$ cat src/rtl/sram_pkg.sv
// Shared types and constants for the two-port SRAM arbiter.
package sram_pkg;
  localparam int DW       = 16;
  localparam int AW_DEF   = 18;
  localparam int WAIT_DEF = 2;

  // All SRAM strobes are active low.
  localparam logic STB_OFF = 1'b1;

  typedef enum logic [1:0] {
    ST_IDLE,
    ST_SETUP,
    ST_ACCESS,
    ST_DONE
  } state_t;

  // Per-port request payload, excluding the address because its width is parameterized.
  typedef struct packed {
    logic          we;
    logic [1:0]    be;
    logic [DW-1:0] wdata;
  } xact_t;
endpackage

$ cat src/rtl/sram_arb_pick.sv
// Combinational winner select between two requesters.
// SRAM_ARB_RR_EN selects round-robin; otherwise port 0 has fixed priority.
module sram_arb_pick (
  input  logic [1:0] req,
`ifdef SRAM_ARB_RR_EN
  input  logic       last,
`endif
  output logic       any,
  output logic       id
);
  always_comb begin
    any = |req;
`ifdef SRAM_ARB_RR_EN
    // On a tie, the port not served last goes first.
    id  = (&req) ? ~last : req[1];
`else
    id  = ~req[0];
`endif
  end
endmodule

$ cat src/rtl/sram_arbiter.sv
// Two-port arbiter for an asynchronous 16-bit SRAM with registered strobes.
// Define SRAM_ARB_RR_EN for round-robin arbitration instead of fixed priority.
module sram_arbiter
  import sram_pkg::*;
#(
  parameter int WAIT_CYCLES = WAIT_DEF,
  parameter int AW          = AW_DEF
) (
  input  logic          iClock,
  input  logic          iRst_n,
  input  logic          iAdaptor_en,
  input  logic          iReq0,
  input  logic          iReq1,
  input  logic          iWe0,
  input  logic          iWe1,
  input  logic [AW-1:0] iAddr0,
  input  logic [AW-1:0] iAddr1,
  input  logic [DW-1:0] iWdata0,
  input  logic [DW-1:0] iWdata1,
  input  logic [1:0]    iBe0,
  input  logic [1:0]    iBe1,
  output logic          oAck0,
  output logic          oAck1,
  output logic [DW-1:0] oRdata0,
  output logic [DW-1:0] oRdata1,
  output logic [AW-1:0] oSram_addr,
  output logic [DW-1:0] oSram_dq_out,
  output logic          oSram_dq_oe,
  input  logic [DW-1:0] iSram_dq_in,
  output logic          oSram_ce_n,
  output logic          oSram_oe_n,
  output logic          oSram_we_n,
  output logic          oSram_ub_n,
  output logic          oSram_lb_n
);
  localparam logic [3:0] CNT_INIT = 4'(WAIT_CYCLES - 1);

  state_t        state;
  logic [3:0]    cnt;
  logic          cur_id;
  logic          cur_we;
  logic          pick_any;
  logic          pick_id;
  xact_t         sel;
  logic [AW-1:0] sel_addr;

`ifdef SRAM_ARB_RR_EN
  logic          last;
`endif

  sram_arb_pick u_pick (
    .req  ({iReq1, iReq0}),
`ifdef SRAM_ARB_RR_EN
    .last (last),
`endif
    .any  (pick_any),
    .id   (pick_id)
  );

  always_comb begin
    sel      = pick_id ? '{we: iWe1, be: iBe1, wdata: iWdata1}
                       : '{we: iWe0, be: iBe0, wdata: iWdata0};
    sel_addr = pick_id ? iAddr1 : iAddr0;
  end

  always_ff @(posedge iClock or negedge iRst_n) begin
    if (!iRst_n) begin
      state        <= ST_IDLE;
      cnt          <= '0;
      cur_id       <= 1'b0;
      cur_we       <= 1'b0;
      oAck0        <= 1'b0;
      oAck1        <= 1'b0;
      oRdata0      <= '0;
      oRdata1      <= '0;
      oSram_addr   <= '0;
      oSram_dq_out <= '0;
      oSram_dq_oe  <= 1'b0;
      oSram_ce_n   <= STB_OFF;
      oSram_oe_n   <= STB_OFF;
      oSram_we_n   <= STB_OFF;
      oSram_ub_n   <= STB_OFF;
      oSram_lb_n   <= STB_OFF;
`ifdef SRAM_ARB_RR_EN
      last         <= 1'b1;
`endif
    end else begin
      oAck0 <= 1'b0;
      oAck1 <= 1'b0;
      case (state)
        ST_IDLE: begin
          if (iAdaptor_en && pick_any) begin
            // Outputs for SETUP are loaded on the granting edge so they appear in SETUP itself.
            state       <= ST_SETUP;
            cur_id      <= pick_id;
            cur_we      <= sel.we;
            oSram_addr  <= sel_addr;
            oSram_ce_n  <= 1'b0;
            oSram_ub_n  <= sel.we ? ~sel.be[1] : 1'b0;
            oSram_lb_n  <= sel.we ? ~sel.be[0] : 1'b0;
            oSram_dq_oe <= sel.we;
            if (sel.we) oSram_dq_out <= sel.wdata;
`ifdef SRAM_ARB_RR_EN
            last        <= pick_id;
`endif
          end
        end
        ST_SETUP: begin
          state      <= ST_ACCESS;
          cnt        <= CNT_INIT;
          oSram_we_n <= ~cur_we;
          oSram_oe_n <= cur_we;
        end
        ST_ACCESS: begin
          if (cnt == 4'd0) begin
            state      <= ST_DONE;
            oSram_we_n <= STB_OFF;
            oSram_oe_n <= STB_OFF;
            if (cur_id) oAck1 <= 1'b1;
            else        oAck0 <= 1'b1;
            if (!cur_we) begin
              if (cur_id) oRdata1 <= iSram_dq_in;
              else        oRdata0 <= iSram_dq_in;
            end
          end else begin
            cnt <= cnt - 4'd1;
          end
        end
        ST_DONE: begin
          // Address and write data stay put through DONE for SRAM hold time.
          state       <= ST_IDLE;
          oSram_ce_n  <= STB_OFF;
          oSram_ub_n  <= STB_OFF;
          oSram_lb_n  <= STB_OFF;
          oSram_dq_oe <= 1'b0;
        end
        default: state <= ST_IDLE;
      endcase
    end
  end

  a_no_we_oe: assert property (@(posedge iClock) disable iff (!iRst_n)
    !(!oSram_we_n && !oSram_oe_n));
  a_no_drive_rd: assert property (@(posedge iClock) disable iff (!iRst_n)
    !(oSram_dq_oe && !oSram_oe_n));
endmodule

$ cat config.mk
export PLATFORM = sky130hd
export DESIGN_NAME = sram_arbiter
export DESIGN_NICKNAME = d
export VERILOG_FILES = /design/src/rtl/sram_pkg.sv /design/src/rtl/sram_arb_pick.sv /design/src/rtl/sram_arbiter.sv
export SDC_FILE = /design/constraint.sdc
export NUM_CORES = 1
export LEC_CHECK = 0
export CORE_AREA = 2 2 98 100
export DETAILED_ROUTE_END_ITERATION = 6
export DIE_AREA = 0 0 100 102
export GPL_TIMING_DRIVEN = 0
export PLACE_DENSITY = 0.79
export SKIP_LAST_GASP = 1
export SLEW_MARGIN = 20
export SYNTH_ARGS = -nofsm -noshare
export SYNTH_HDL_FRONTEND = slang
export SYNTH_SLANG_ARGS = --single-unit
$ cat constraint.sdc
create_clock -name iClock -period 2.3 [get_ports iClock]
set_input_delay 0.69 -clock iClock [delete_from_list [all_inputs] [get_ports iClock]]
set_output_delay 0.69 -clock iClock [all_outputs]
set_load 0.01 [all_outputs]
* After elaboration in Yosys (flattened, before gate mapping) *
Cells that the tools add are included.

cells by class
  add/sub/neg operators = 1
  equal/unequal tests = 6
  mux-type cells = 26
  bitwise logic cells = 5
  reductions and logical operators = 14

operators by type and width
  operator             count
  $mux 19              1
  $mux 18              1
  $mux 1               13
  $pmux 1 s2           6
  $reduce_and 2->1     5
  $pmux 2 s4           1
  $pmux 4 s2           1
  $reduce_and 4->1     2
  $ne 2x2->1 const B   3
  $not 1->1            5
  $eq 2x2->1 const B   2
  $logic_not 4->1      1
  $mux 2               2
  $mux 4               1
  $reduce_bool 2->1    2
  $sub 4x1->4 const B  1
  $reduce_and 3->1     1
  $eq 2x1->1 const B   1
  $logic_not 2->1      1
  $reduce_or 2->1      1
  $logic_and 1x1->1    1

word-level totals
  register bits = 82
  bits of input ports = 95
  output and inout bits = 74

* Logic depth before layout (Yosys ltp) *
  depth in word-level cells = 5
  mapped depth = 7
  gate-level depth less buffers = 5

* By module *
A second synthesis with hierarchy kept.

second synthesis, totals
  cell total of the unflattened synthesis = 278
  area total of the unflattened synthesis = 3751.1 sq um

modules (own cells, without submodules)
  module         times used  cells an instance  area an instance (sq um)
  sram_arbiter   1           276                3741.1
  sram_arb_pick  1           2                  10.0

* Least setup slack after synthesis *
Ideal clock, no wire load.

  kind = register to register
  start point = register state[0]
  end point = register oRdata0[10]
  library setup time = 125 ps
  arrival = 1827 ps
  path slack = 348 ps
  stages on the path, launching flop included = 8
  buffers on the path = 2
  cells stage by stage = dfrtp_1 > inv_1 > ha_1 > nand4bb_2 > or3_1 > buf_6 > buf_8 > mux2_4

on the way
  word-level cells in the longest chain between the ends = 2

ends and longest elaborated chain
  element                            RTL line             source
  from (decl)                        sram_arbiter.sv:38   state_t state;
  from (signal assigned)             sram_arbiter.sv:68   state <= ST_IDLE;
  from (signal assigned)             sram_arbiter.sv:94   state <= ST_SETUP;
  from (signal assigned)             sram_arbiter.sv:109  state <= ST_ACCESS;
  $eq 2x2->1                         sram_arbiter.sv:90   case (state)
  $reduce_and 4->1 (no source line)  --
  to (signal assigned)               sram_arbiter.sv:123  else oRdata0 <= iSram_dq_in;
  to (decl)                          sram_arbiter.sv:24   output logic [DW-1:0] oRdata0,

No other way between the ends.
A chain may end at the register's enable or synchronous reset.

* Worst setup path in the final report *
  start point = input iReq0
  end point = register oSram_dq_out[2]

on the way
  word-level cells in the longest chain between the ends = 3
  elaborated cells between the ends (all ways) = 4

ends and longest elaborated chain
  element                            RTL line             source
  from (decl)                        sram_arbiter.sv:12   input logic iReq0,
  $reduce_or 2->1                    sram_arb_pick.sv:12  any = |req;
  $logic_and 1x1->1                  sram_arbiter.sv:92   if (iAdaptor_en && pick_any) begin
  $reduce_and 3->1 (no source line)  --
  to (signal assigned)               sram_arbiter.sv:102  if (sel.we) oSram_dq_out <= sel.wdata;
  to (decl)                          sram_arbiter.sv:27   output logic [DW-1:0] oSram_dq_out,

Parallel ways exist; a longest one is shown, timed or not.

==> reports/results.ini <==
[outcome]
status = finished, final reports clean

[logic_synthesis]
adder_cell_share_of_the_synthesized_area = 0.0201
mappedNetlistNets = 381
synthXorXnorAreaFrac = 0
sequential_to_total_area_share_from_yosys_stat = 0.551
synth-warning-count = 0
synth_simple_gate_area_frac = 0.0599
synth.lib_cells_used.distinct = 34
synth.cell_area_um2 = 3740
synth_top_family_by_area = multiplexers
synth_compound_area_frac = 0.0609
post_synth_inst_count = 280
synth_mux_area_frac = 0.275
ys_seq_elements = 82
synthesized_area_per_cell_um2 = 13.3

[floorplanning]
core_area_um2 = 9110
effective_utilization_at_floorplan = 0.410
die_h_um = 102
io_pins = 169
die-area_um2 = 10200
die_w_um = 100
rows = 35

[grt]
grt_pass1_vias = 3023
grt.total_usage = 0.191
number_of_antenna_violations_at_the_first_check_in_global_routing = 0
grt_pass1_wl_um = 15100
pin_count_of_the_biggest_net_entering_global_routing = 54
grt-ovfl-total = 0

[sta]
layout_min_cycle_time_ns = 2.22
final_hold_viol_count = 0
drv_slew = 0
post-route-worst-setup-slack_ns = 0.0776
tightestPinTransition_ns = 0.500
skew_ns = 0.0114
tightest_slew_margin_relative_to_the_limit = 0.667
final_tns_setup_ns = 0
max_freq_mhz = 450
rsz0062_at_grt = no
crit_share_post_route = 0.966
setup_viol_count_final = 0

[routing]
drt-vias-per-instance = 5.00
route.final.wire_length_um = 9480
drc = 0
first_pass_iters = 4
ant_nets = 0
routed_length_per_placed_instance_um = 16.5
vias = 2878
drt_first_iter_violations = 50

[place]
place_congestion = 0.797
detailed_place_hpwl_um = 7330
pre_cts_slack_ns = -0.421
port_buffers = 168

[power_and_ir_drop]
power.static_leakage_nw = 2.59
power_density_nw_per_um2 = 1200
max-vdd-ir-drop_uv = 505
post-layout-total-power_w = 0.00697

[clock_tree]
cts_hold_buffers = 0
clk_transition_reported_paths_ns = 0.09
tritoncts = yes
postCtsSetupBuffers = 0
cts_htree_levels = 3
tritoncts_num_sinks = 82
root_buffer = sky130_fd_sc_hd__clkbuf_8
ctsLongestPathBuffers = 2
worst_skew_pair.late_latency_ns = 0.36
numCtsBuffers = 9

[critical_path]
start_kind = input port
regToRegSetupSlack_ns = 0.14
cp_data_required_time_ns = 2.55
critPathKind = input port to flop
cp-end-kind = flop
r2r-start = state[0]
worstRegToRegCells = 7
critical_path.max_fanout = 10
worst_ep_arrival_time_ns = 2.47
r2r_end = oRdata0[4]

[layout]
finish.net_count = 561
post_route_cells_drive_above_1_share = 0.219
area_growth_pct = 55.5
diodes = 0

[run]
drv_cap = 0

[min_path]
hold_class = input port to async pin

[worst max path at each step]
stage	from	to	slack, ns	depth (start not counted)
floorplan	state[0]	oRdata0[10]	0.35	7
global placement	iRst_n	oSram_addr[13]	-2.39	1
detailed placement	iReq0	oSram_dq_out[2]	-0.42	5
CTS	iReq0	oSram_dq_out[2]	0.09	5
global route	state[0]	oRdata0[4]	0.03	7
finish	iReq0	oSram_dq_out[2]	0.08	5
[cells in the mapped netlist]
master                      count  area (µm²)
sky130_fd_sc_hd__a211oi_1       2        15.0
sky130_fd_sc_hd__a21o_1         1        7.51
sky130_fd_sc_hd__a21oi_1        2        10.0
sky130_fd_sc_hd__a21oi_2        1        8.76
sky130_fd_sc_hd__a22oi_1        1        7.51
sky130_fd_sc_hd__a2bb2oi_1      2        17.5
sky130_fd_sc_hd__a311oi_1       1        8.76
sky130_fd_sc_hd__and2_1         1        6.26
sky130_fd_sc_hd__and3b_1        1        8.76
sky130_fd_sc_hd__buf_2          6        30.0
sky130_fd_sc_hd__buf_6          2        22.5
sky130_fd_sc_hd__buf_8          2        30.0
sky130_fd_sc_hd__clkbuf_1       4        15.0
sky130_fd_sc_hd__dfrtp_1       77        1930
sky130_fd_sc_hd__dfstp_2        5         131
sky130_fd_sc_hd__ha_1           6        75.1
sky130_fd_sc_hd__inv_1          7        26.3
sky130_fd_sc_hd__mux2_2        46         518
sky130_fd_sc_hd__mux2_4        20         300
sky130_fd_sc_hd__mux2i_1       21         210
sky130_fd_sc_hd__nand2_1       28         105
sky130_fd_sc_hd__nand2b_1       3        18.8
sky130_fd_sc_hd__nand3_1        2        10.0
sky130_fd_sc_hd__nand3b_1       1        7.51
sky130_fd_sc_hd__nand4bb_2      1        16.3
sky130_fd_sc_hd__nor2_1         5        18.8
sky130_fd_sc_hd__nor2b_1        1        6.26
sky130_fd_sc_hd__nor3_1         1        5.00
sky130_fd_sc_hd__o211a_1        1        10.0
sky130_fd_sc_hd__o211ai_1       2        15.0
sky130_fd_sc_hd__o21ai_0       22         110
sky130_fd_sc_hd__o22a_1         2        17.5
sky130_fd_sc_hd__or3_1          2        12.5
sky130_fd_sc_hd__or3b_2         1        8.76
[registers in the layout, indices dropped and copies added (netlist names), 2 cells and up]
register / cells
oSram_dq_out: 16
cnt: 4
oRdata0: 16
state: 2
oSram_addr: 18
oRdata1: 16
[per-stage QoR]
stage | hold WS [ns] | utilization | instance area (µm²) | instances
3_3_place_gp | 0.460 | 0.610 | 5560 | 559
2_1_floorplan | 0.394 | - | 3740 | 280
5_1_grt | 0.267 | 0.638 | 5810 | 576
4_1_cts | 0.255 | 0.638 | 5810 | 576
3_5_place_dp | 0.474 | 0.613 | 5580 | 560
6_report | 0.260 | 0.638 | 5810 | 576
[power breakdown]
| part | internal, W | switching (W) | total, W |
|---|---|---|---|
| sequential | 0.00217 | 0.000399 | 0.00257 |
| clock | 0.000621 | 0.000566 | 0.00119 |
| combinational | 0.00199 | 0.00123 | 0.00322 |
[what timing repair did]
action	CTS	global route
gates resized for setup	1	0
endpoints found under the hold margin	0	0
endpoints found under the setup margin	8	0
[layout make-up]
type / instances / area (µm²)
multi-input cells: 177 / 1560
repair buffers: 169 / 1710
clock buffers: 9 / 124
flip-flops and latches: 82 / 2060
clock inverters: 7 / 98.8
fillers: 722 / 3300
plain buffers: 14 / 97.6
well taps: 111 / 139
inverters: 7 / 26.3
[logic make-up after synthesis]
| group | count (synthesis) |
|---|---|
| simple gates | 47 |
| fa+ha+maj | 6 |
| buf+inv | 21 |
| compound gates | 37 |
| flops | 82 |
| mux | 87 |
[per-layer routing]
layer / track usage / wire (µm) / part of all wire
met1: 0.235 / 3970 / 0.42
met2: 0.317 / 4600 / 0.49
met3: 0.0807 / 845 / 0.089
met4: 0.0453 / 61 / 0.0064
met5: 0 / 0 / 0
[worst max-delay path: stages]
cell and delay (ns):
sky130_fd_sc_hd__clkdlybuf4s50_1 0.50, sky130_fd_sc_hd__nand3b_1 0.25, sky130_fd_sc_hd__a21oi_4 0.33, sky130_fd_sc_hd__buf_2 0.32, sky130_fd_sc_hd__mux2_2 0.37
[cell usage in the layout (no fill, tap or decap), types with 2 or more instances in the layout]
cell,instances
sky130_fd_sc_hd__or3_1,2
sky130_fd_sc_hd__nor2_1,5
sky130_fd_sc_hd__inv_1,7
sky130_fd_sc_hd__buf_8,2
sky130_fd_sc_hd__a2bb2oi_1,2
sky130_fd_sc_hd__dfstp_2,5
sky130_fd_sc_hd__bufinv_16,2
sky130_fd_sc_hd__o21ai_0,22
sky130_fd_sc_hd__ha_1,6
sky130_fd_sc_hd__o22a_1,2
sky130_fd_sc_hd__a21oi_1,2
sky130_fd_sc_hd__mux2_2,46
sky130_fd_sc_hd__mux2i_1,21
sky130_fd_sc_hd__clkbuf_1,4
sky130_fd_sc_hd__nand3_1,2
sky130_fd_sc_hd__clkdlybuf4s50_1,167
sky130_fd_sc_hd__dfrtp_1,77
sky130_fd_sc_hd__buf_6,2
sky130_fd_sc_hd__a211oi_1,2
sky130_fd_sc_hd__buf_2,6
sky130_fd_sc_hd__o211ai_1,2
sky130_fd_sc_hd__inv_6,3
sky130_fd_sc_hd__nand2b_1,3
sky130_fd_sc_hd__nand2_1,28
sky130_fd_sc_hd__mux2_4,20
sky130_fd_sc_hd__clkbuf_8,9
Power figures use the tool's default switching activity.
